<file path="config.mk">
export PLATFORM = sky130hd
export DESIGN_NAME = calc_share_arbiter
export DESIGN_NICKNAME = d
export VERILOG_FILES = /design/src/rtl/calc_share_arbiter.sv
export SDC_FILE = /design/constraint.sdc
export NUM_CORES = 1
export LEC_CHECK = 0
export ABC_AREA = 1
export ABC_CLOCK_PERIOD_IN_PS = 3850
export BUFFER_PORTS_ARGS = -buffer_cell sky130_fd_sc_hd__buf_4
export CORE_ASPECT_RATIO = 1.5
export CORE_MARGIN = 3
export CORE_UTILIZATION = 35
export CTS_CLUSTER_SIZE = 30
export DETAILED_ROUTE_END_ITERATION = 6
export GPL_ROUTABILITY_DRIVEN = 0
export GPL_TIMING_DRIVEN = 0
export PLACE_DENSITY_LB_ADDON = 0.2
export SKIP_CTS_REPAIR_TIMING = 1
export SLEW_MARGIN = 20
export SYNTH_ARGS = -nofsm -noshare
export SYNTH_HDL_FRONTEND = slang
export SYNTH_SLANG_ARGS = --single-unit
</file>
<file path="constraint.sdc">
create_clock -name clock -period 3.85 [get_ports clock]
set_input_delay 0.5775 -clock clock [delete_from_list [all_inputs] [get_ports clock]]
set_output_delay 0.5775 -clock clock [all_outputs]
set_load 0.005 [all_outputs]
</file>
<file path="src/rtl/calc_share_arbiter.sv">
// ---------------------------------------------------------------------------
// calc_share_arbiter
//
// Shares one WIDTH-bit calculator ALU (add / sub / or / compare) between two
// requesters. A round-robin grant picks which requester may hand over an
// operation. A three-state FSM then sequences that operation:
//   IDLE : offer ready to the grant target and capture operands on handshake
//   EXEC : evaluate the ALU on the captured operands and register the result
//   RESP : present the result until the consumer takes it
// The block sits between the switch/IO capture logic and the display-output
// register of the calculator top.
//
// Parameters
//   WIDTH        operand and result width in bits (default 4)
//
// Ports
//   clock        single clock; all state updates on the rising edge
//   clear        synchronous active-high reset, priority over every state
//   req0_valid   requester 0 has an operation pending
//   req0_ready   requester 0 operation accepted this cycle (with valid)
//   req0_a/b     requester 0 operands
//   req0_op      requester 0 opcode (00 add, 01 sub, 10 or, 11 compare)
//   req1_*       same set of signals for requester 1
//   resp_valid   result available
//   resp_ready   consumer accepts the result (only looked at in RESP)
//   resp_result  ALU result
//   resp_id      requester that issued the result
//   busy         high whenever the FSM is not in IDLE
//   resp_flag    only with CALC_SHARE_ARBITER_FLAGS_EN defined: carry for
//                add, borrow for sub, 0 for or/compare
//
// Configuration macro
//   CALC_SHARE_ARBITER_FLAGS_EN  adds the resp_flag output and its logic
// ---------------------------------------------------------------------------
module calc_share_arbiter #(
  parameter int WIDTH = 4
) (
  input  logic             clock,
  input  logic             clear,
  input  logic             req0_valid,
  output logic             req0_ready,
  input  logic [WIDTH-1:0] req0_a,
  input  logic [WIDTH-1:0] req0_b,
  input  logic [1:0]       req0_op,
  input  logic             req1_valid,
  output logic             req1_ready,
  input  logic [WIDTH-1:0] req1_a,
  input  logic [WIDTH-1:0] req1_b,
  input  logic [1:0]       req1_op,
  output logic             resp_valid,
  input  logic             resp_ready,
  output logic [WIDTH-1:0] resp_result,
  output logic             resp_id,
  output logic             busy
`ifdef CALC_SHARE_ARBITER_FLAGS_EN
  ,
  output logic             resp_flag
`endif
);

  typedef enum logic [1:0] {
    IDLE = 2'd0,
    EXEC = 2'd1,
    RESP = 2'd2
  } state_t;

  localparam logic [1:0] OP_ADD = 2'b00;
  localparam logic [1:0] OP_SUB = 2'b01;
  localparam logic [1:0] OP_OR  = 2'b10;
  localparam logic [1:0] OP_CMP = 2'b11;

  state_t           state;
  logic             last_grant;
  logic [WIDTH-1:0] op_a;
  logic [WIDTH-1:0] op_b;
  logic [1:0]       op_code;
  logic             op_id;

  logic             target;
  logic             accept0;
  logic             accept1;
  logic [WIDTH-1:0] alu_result;
  logic [WIDTH-1:0] sum_lo;
  logic [WIDTH-1:0] diff_lo;

`ifdef CALC_SHARE_ARBITER_FLAGS_EN
  logic             carry;
  logic             borrow;
  logic             alu_flag;
`endif

  // Grant target: a lone valid requester always wins; otherwise (both or
  // neither valid) the requester that was not granted last time is offered
  // ready, which gives strict alternation under continuous contention.
  always_comb begin
    target = ~last_grant;
    if (req0_valid && !req1_valid) begin
      target = 1'b0;
    end else if (req1_valid && !req0_valid) begin
      target = 1'b1;
    end
  end

  // Ready is only ever offered from IDLE, and only to the grant target.
  assign req0_ready = (state == IDLE) && !target;
  assign req1_ready = (state == IDLE) &&  target;

  assign accept0 = req0_valid && req0_ready;
  assign accept1 = req1_valid && req1_ready;

  // Extend the add/sub by one bit when flags are built so the top bit gives
  // the carry (add) or the unsigned borrow (sub) directly.
`ifdef CALC_SHARE_ARBITER_FLAGS_EN
  assign {carry,  sum_lo}  = {1'b0, op_a} + {1'b0, op_b};
  assign {borrow, diff_lo} = {1'b0, op_a} - {1'b0, op_b};
`else
  assign sum_lo  = op_a + op_b;
  assign diff_lo = op_a - op_b;
`endif

  // ALU evaluated from the captured operands only, never from the live
  // request inputs, so requesters may change them after the accept edge.
  always_comb begin
    alu_result = '0;
    case (op_code)
      OP_ADD:  alu_result = sum_lo;
      OP_SUB:  alu_result = diff_lo;
      OP_OR:   alu_result = op_a | op_b;
      OP_CMP:  alu_result = (op_a == op_b) ? '0 : WIDTH'(1);
      default: alu_result = '0;
    endcase
  end

`ifdef CALC_SHARE_ARBITER_FLAGS_EN
  always_comb begin
    alu_flag = 1'b0;
    case (op_code)
      OP_ADD:  alu_flag = carry;
      OP_SUB:  alu_flag = borrow;
      default: alu_flag = 1'b0;
    endcase
  end
`endif

  // Sequencing FSM with all outputs registered. clear wins in every state
  // and discards any operation in flight without producing a response.
  always_ff @(posedge clock) begin
    if (clear) begin
      state       <= IDLE;
      last_grant  <= 1'b1;
      op_a        <= '0;
      op_b        <= '0;
      op_code     <= 2'b00;
      op_id       <= 1'b0;
      resp_valid  <= 1'b0;
      resp_result <= '0;
      resp_id     <= 1'b0;
      busy        <= 1'b0;
`ifdef CALC_SHARE_ARBITER_FLAGS_EN
      resp_flag   <= 1'b0;
`endif
    end else begin
      case (state)
        IDLE: begin
          if (accept0) begin
            op_a       <= req0_a;
            op_b       <= req0_b;
            op_code    <= req0_op;
            op_id      <= 1'b0;
            last_grant <= 1'b0;
            busy       <= 1'b1;
            state      <= EXEC;
          end else if (accept1) begin
            op_a       <= req1_a;
            op_b       <= req1_b;
            op_code    <= req1_op;
            op_id      <= 1'b1;
            last_grant <= 1'b1;
            busy       <= 1'b1;
            state      <= EXEC;
          end
        end

        EXEC: begin
          resp_result <= alu_result;
          resp_id     <= op_id;
`ifdef CALC_SHARE_ARBITER_FLAGS_EN
          resp_flag   <= alu_flag;
`endif
          resp_valid  <= 1'b1;
          state       <= RESP;
        end

        RESP: begin
          // Result stays put until consumed; the next accept can only
          // happen from IDLE, one cycle after this handshake.
          if (resp_ready) begin
            resp_valid <= 1'b0;
            busy       <= 1'b0;
            state      <= IDLE;
          end
        end

        default: begin
          resp_valid <= 1'b0;
          busy       <= 1'b0;
          state      <= IDLE;
        end
      endcase
    end
  end

endmodule
</file>
==> results <==
- The run finished with clean final reports.
- The number of antenna violations at the first check in global routing is 0.
- The total of endpoints with negative setup slack in the final report is 0.
- Global routing used 13.0% of the available tracks.
- The initialized floorplan defines 26 standard-cell rows.
- The synthesized netlist occupies a cell area of 1340 um2.
- The global-route wire length before repair is 4790 um.
- The initial DRC count is 21.
- The highest clock rate is 549 MHz.
- The worst pin sits at a relative slew slack of 68.0%.
- By area the synthesized netlist is led by sky130_fd_sc_hd__dfxtp_1 (31%), sky130_fd_sc_hd__nand2_1 (13%), sky130_fd_sc_hd__inv_1 (10%), sky130_fd_sc_hd__ha_1 (9.4%), sky130_fd_sc_hd__nand3_1 (8.2%).
- The analysis attributes to cell leakage a power of 0.907 nW.
- 34 I/O pins were placed.
- TritonCTS built the clock tree.
- In this run the number of H-tree levels came out at 1.
- The root buffer cell is sky130_fd_sc_hd__clkbuf_8.
- The startpoint type of the worst setup path is a primary input.
- The number of global-route vias before repair came to 1135.
- The horizontal extent of the die is 56.5 um.
- The number of antenna diodes in the final layout is 0.
- In this run, distinct cell masters in the synthesized netlist total 21.
- The internal power component is 0.415 mW.
- Counting the buffers created by CTS gives 3.
- Along the worst path, the maximum fanout reaches 4.
- The detail route stage leaves a number of antenna-violating nets equal to 0.
- The later-pin clock latency in the skew report is 0.26 ns.
- For this design the total switching power over the nets is 0.213 mW.
- The hold violation count in the final report is 0.
- The switching power as a share of total power is 33.9%.
- The share of final-layout standard cells stronger than drive strength 1 is 22.3%.
- Summed over all nets, the half-perimeter wirelength after detailed placement is 2300 um.
- Power spread over the standard cell area amounts to 375 nW/um2.
- Combinational cells account for 35.5% of the total power.
- The transition time of the tightest slew-check pin is 0.479 ns.
- For the worst setup path, the data required time is 3.27 ns.
- Measured on the finished design, the core utilization comes to 47.2%.
- Entering global routing, the biggest net connects 13 pins.
- The cell taking the most area after synthesis is sky130_fd_sc_hd__dfxtp_1.
- Of the available clock period, the critical path in the final layout requires 47.3%.
- After detailed routing, the number of remaining DRC violations is 0.
- The largest voltage drop on the vdd net is 0.206 mV.
- The pre-antenna-repair detailed-routing pass consisted of 4 iterations.
- The fraction of post-synthesis cell area in the top cell type by area is 31.5%.
- The total negative slack for setup checks is 0 ns.
- Per report_power, the sequential group accounts for 41.2% of the total.
- The post-synthesis net count is 234.
- The routed design could run at a clock period as short as 1.82 ns.
- The number of clock sinks seen by CTS is 21.
- The die height is 81.7 um.
- After technology mapping, the gate count stands at 197.
- The critical path in this run is classified as in -> out.
- The yosys synthesis warning count is 0.
- No sink is reached through more buffers than the 2 on the longest clock path.
- Hold timing on the final database bottoms out at a slack of 0.475 ns.
- The flip-flop and latch count after synthesis is 21.
- The synthesized area divided by synthesized cell count is 6.78 um2.
- The vias after detailed routing is 1218.
- Summing the sequential cell areas from Yosys gives 31.5% of the chip area.
- The arrival time reported for the critical path endpoint is 1.24 ns.
- Once the floorplan was initialized, standard cells occupied 37.7% of the core.
- The routed length per placed instance is 9.88 um.
- Setup repair after global routing left no endpoint under its margin.
- The classification of the worst-slack hold path is reg -> reg.
- The post-detailed-routing wire length is 2720 um.
- The number of max-slew violations in the final report came to 0.
- In this run the tool buffered the top-level ports with 32 buffer cells.
- Using the TritonRoute via totals, the vias-per-cell ratio works out to 4.43.
- The total grt overflow is 0.
- The tool flagged a number of max-cap violations equal to 0.
- The floorplan step defined a die boundary enclosing 4610 um2.
- The area growth from synthesis to layout is 25.4%.
- The clock-pin slew on the worst setup and hold paths is 0.08 ns.
- The clock skew is 0.00410 ns.
- The core area is 3550 um2.
- The net count of the finished layout is 271.
- The nature of the critical path endpoint is an output pin.
- Of the total power, the clock network draws 23.3%.
==> kinds of logic after synthesis <==
kind of cell             share of synthesized area [%]
AND/OR/NAND/NOR                                   28.0
flip-flops                                        31.5
buffers and inverters                             14.6
AO/OA/AOI/OAI                                     13.6
adder cells (fa/ha/maj)                           12.4
==> worst paths after layout <==
path              slack, ns  cells past startpoint                     endpoint            startpoint
setup / recovery       2.03                      7                   req1_ready            req0_valid
hold / removal         0.48                      2           op_id$_SDFFE_PP0P_    op_id$_SDFFE_PP0P_
setup reg to reg       2.24                      6  resp_result[2]$_SDFFE_PP0P_  op_a[0]$_SDFFE_PP0P_
hold reg to reg        0.48                      2           op_id$_SDFFE_PP0P_    op_id$_SDFFE_PP0P_
==> critical path: stages <==
cell and delay [ns]:
sky130_fd_sc_hd__buf_4 0.10, sky130_fd_sc_hd__inv_2 0.05, sky130_fd_sc_hd__o21ai_2 0.16, sky130_fd_sc_hd__o21ai_0 0.13, sky130_fd_sc_hd__inv_1 0.07, sky130_fd_sc_hd__nor2_1 0.04, sky130_fd_sc_hd__buf_4 0.13
==> routing by layer <==
layer  wire, um  track usage (%)  vias up
met3        132             1.57        4
met2       1360             23.1       31
met4         52             6.41        0
li1           -                -      687
met1       1170             15.2      496
met5          0                0        -
==> flip-flops by register name, indices dropped and copies added, names as in the netlist <==
name	count
last_grant	1
busy	1
op_b	4
op_a	4
resp_result	4
state	2
op_id	1
op_code	2
resp_id	1
resp_valid	1
==> Yosys cell counts <==
| library cell | n |
|---|---|
| sky130_fd_sc_hd__a21oi_1 | 17 |
| sky130_fd_sc_hd__a41oi_1 | 2 |
| sky130_fd_sc_hd__buf_4 | 1 |
| sky130_fd_sc_hd__buf_6 | 1 |
| sky130_fd_sc_hd__buf_8 | 1 |
| sky130_fd_sc_hd__clkbuf_1 | 2 |
| sky130_fd_sc_hd__dfxtp_1 | 21 |
| sky130_fd_sc_hd__fa_1 | 2 |
| sky130_fd_sc_hd__ha_1 | 10 |
| sky130_fd_sc_hd__inv_1 | 36 |
| sky130_fd_sc_hd__inv_2 | 5 |
| sky130_fd_sc_hd__nand2_1 | 46 |
| sky130_fd_sc_hd__nand2_2 | 2 |
| sky130_fd_sc_hd__nand2_4 | 1 |
| sky130_fd_sc_hd__nand3_1 | 22 |
| sky130_fd_sc_hd__nor2_1 | 13 |
| sky130_fd_sc_hd__o211ai_1 | 3 |
| sky130_fd_sc_hd__o211ai_2 | 1 |
| sky130_fd_sc_hd__o21ai_0 | 7 |
| sky130_fd_sc_hd__o21ai_2 | 1 |
| sky130_fd_sc_hd__or2_2 | 3 |
==> cell type report <==
class / count / area [um2]
fill: 404 / 1870
multi-input combinational: 130 / 721
sequential: 21 / 420
timing repair buffer: 32 / 240
inverter: 41 / 154
tap: 42 / 52.6
clock buffer: 3 / 41.3
buffer: 5 / 41.3
clock inverter: 1 / 5.00
==> layout by cell type, fill, tap and decap left out, types with 2 or more instances in the layout <==
cell	count
sky130_fd_sc_hd__fa_1	2
sky130_fd_sc_hd__nand2_2	2
sky130_fd_sc_hd__or2_2	3
sky130_fd_sc_hd__clkbuf_8	3
sky130_fd_sc_hd__a41oi_1	2
sky130_fd_sc_hd__buf_4	33
sky130_fd_sc_hd__a21oi_1	17
sky130_fd_sc_hd__o21ai_0	7
sky130_fd_sc_hd__inv_2	5
sky130_fd_sc_hd__nand3_1	22
sky130_fd_sc_hd__nand2_1	46
sky130_fd_sc_hd__clkbuf_1	2
sky130_fd_sc_hd__o211ai_1	3
sky130_fd_sc_hd__nor2_1	13
sky130_fd_sc_hd__inv_1	36
sky130_fd_sc_hd__dfxtp_1	21
sky130_fd_sc_hd__ha_1	10
==> power by group through the flow <==
stage          Sequential [mW]  Combinational, mW  Clock, mW
6_report                 0.259              0.223      0.146
5_1_grt                  0.263              0.259      0.163
4_1_cts                  0.259              0.228      0.151
3_5_place_dp             0.264              0.227          0
3_3_place_gp             0.263              0.224          0
2_1_floorplan            0.262              0.156          0
==> metrics by stage <==
stage / setup slack [ns] / total power [mW] / cell area, um2 / cells
5_1_grt: 1.92 / 0.685 / 1680 / 275
3_3_place_gp: 2.04 / 0.487 / 1630 / 271
6_report: 2.03 / 0.628 / 1680 / 275
4_1_cts: 2.02 / 0.638 / 1680 / 275
3_5_place_dp: 2.02 / 0.491 / 1630 / 271
2_1_floorplan: 2.28 / 0.418 / 1340 / 197
No activity file was read; power rests on OpenSTA's default activity.
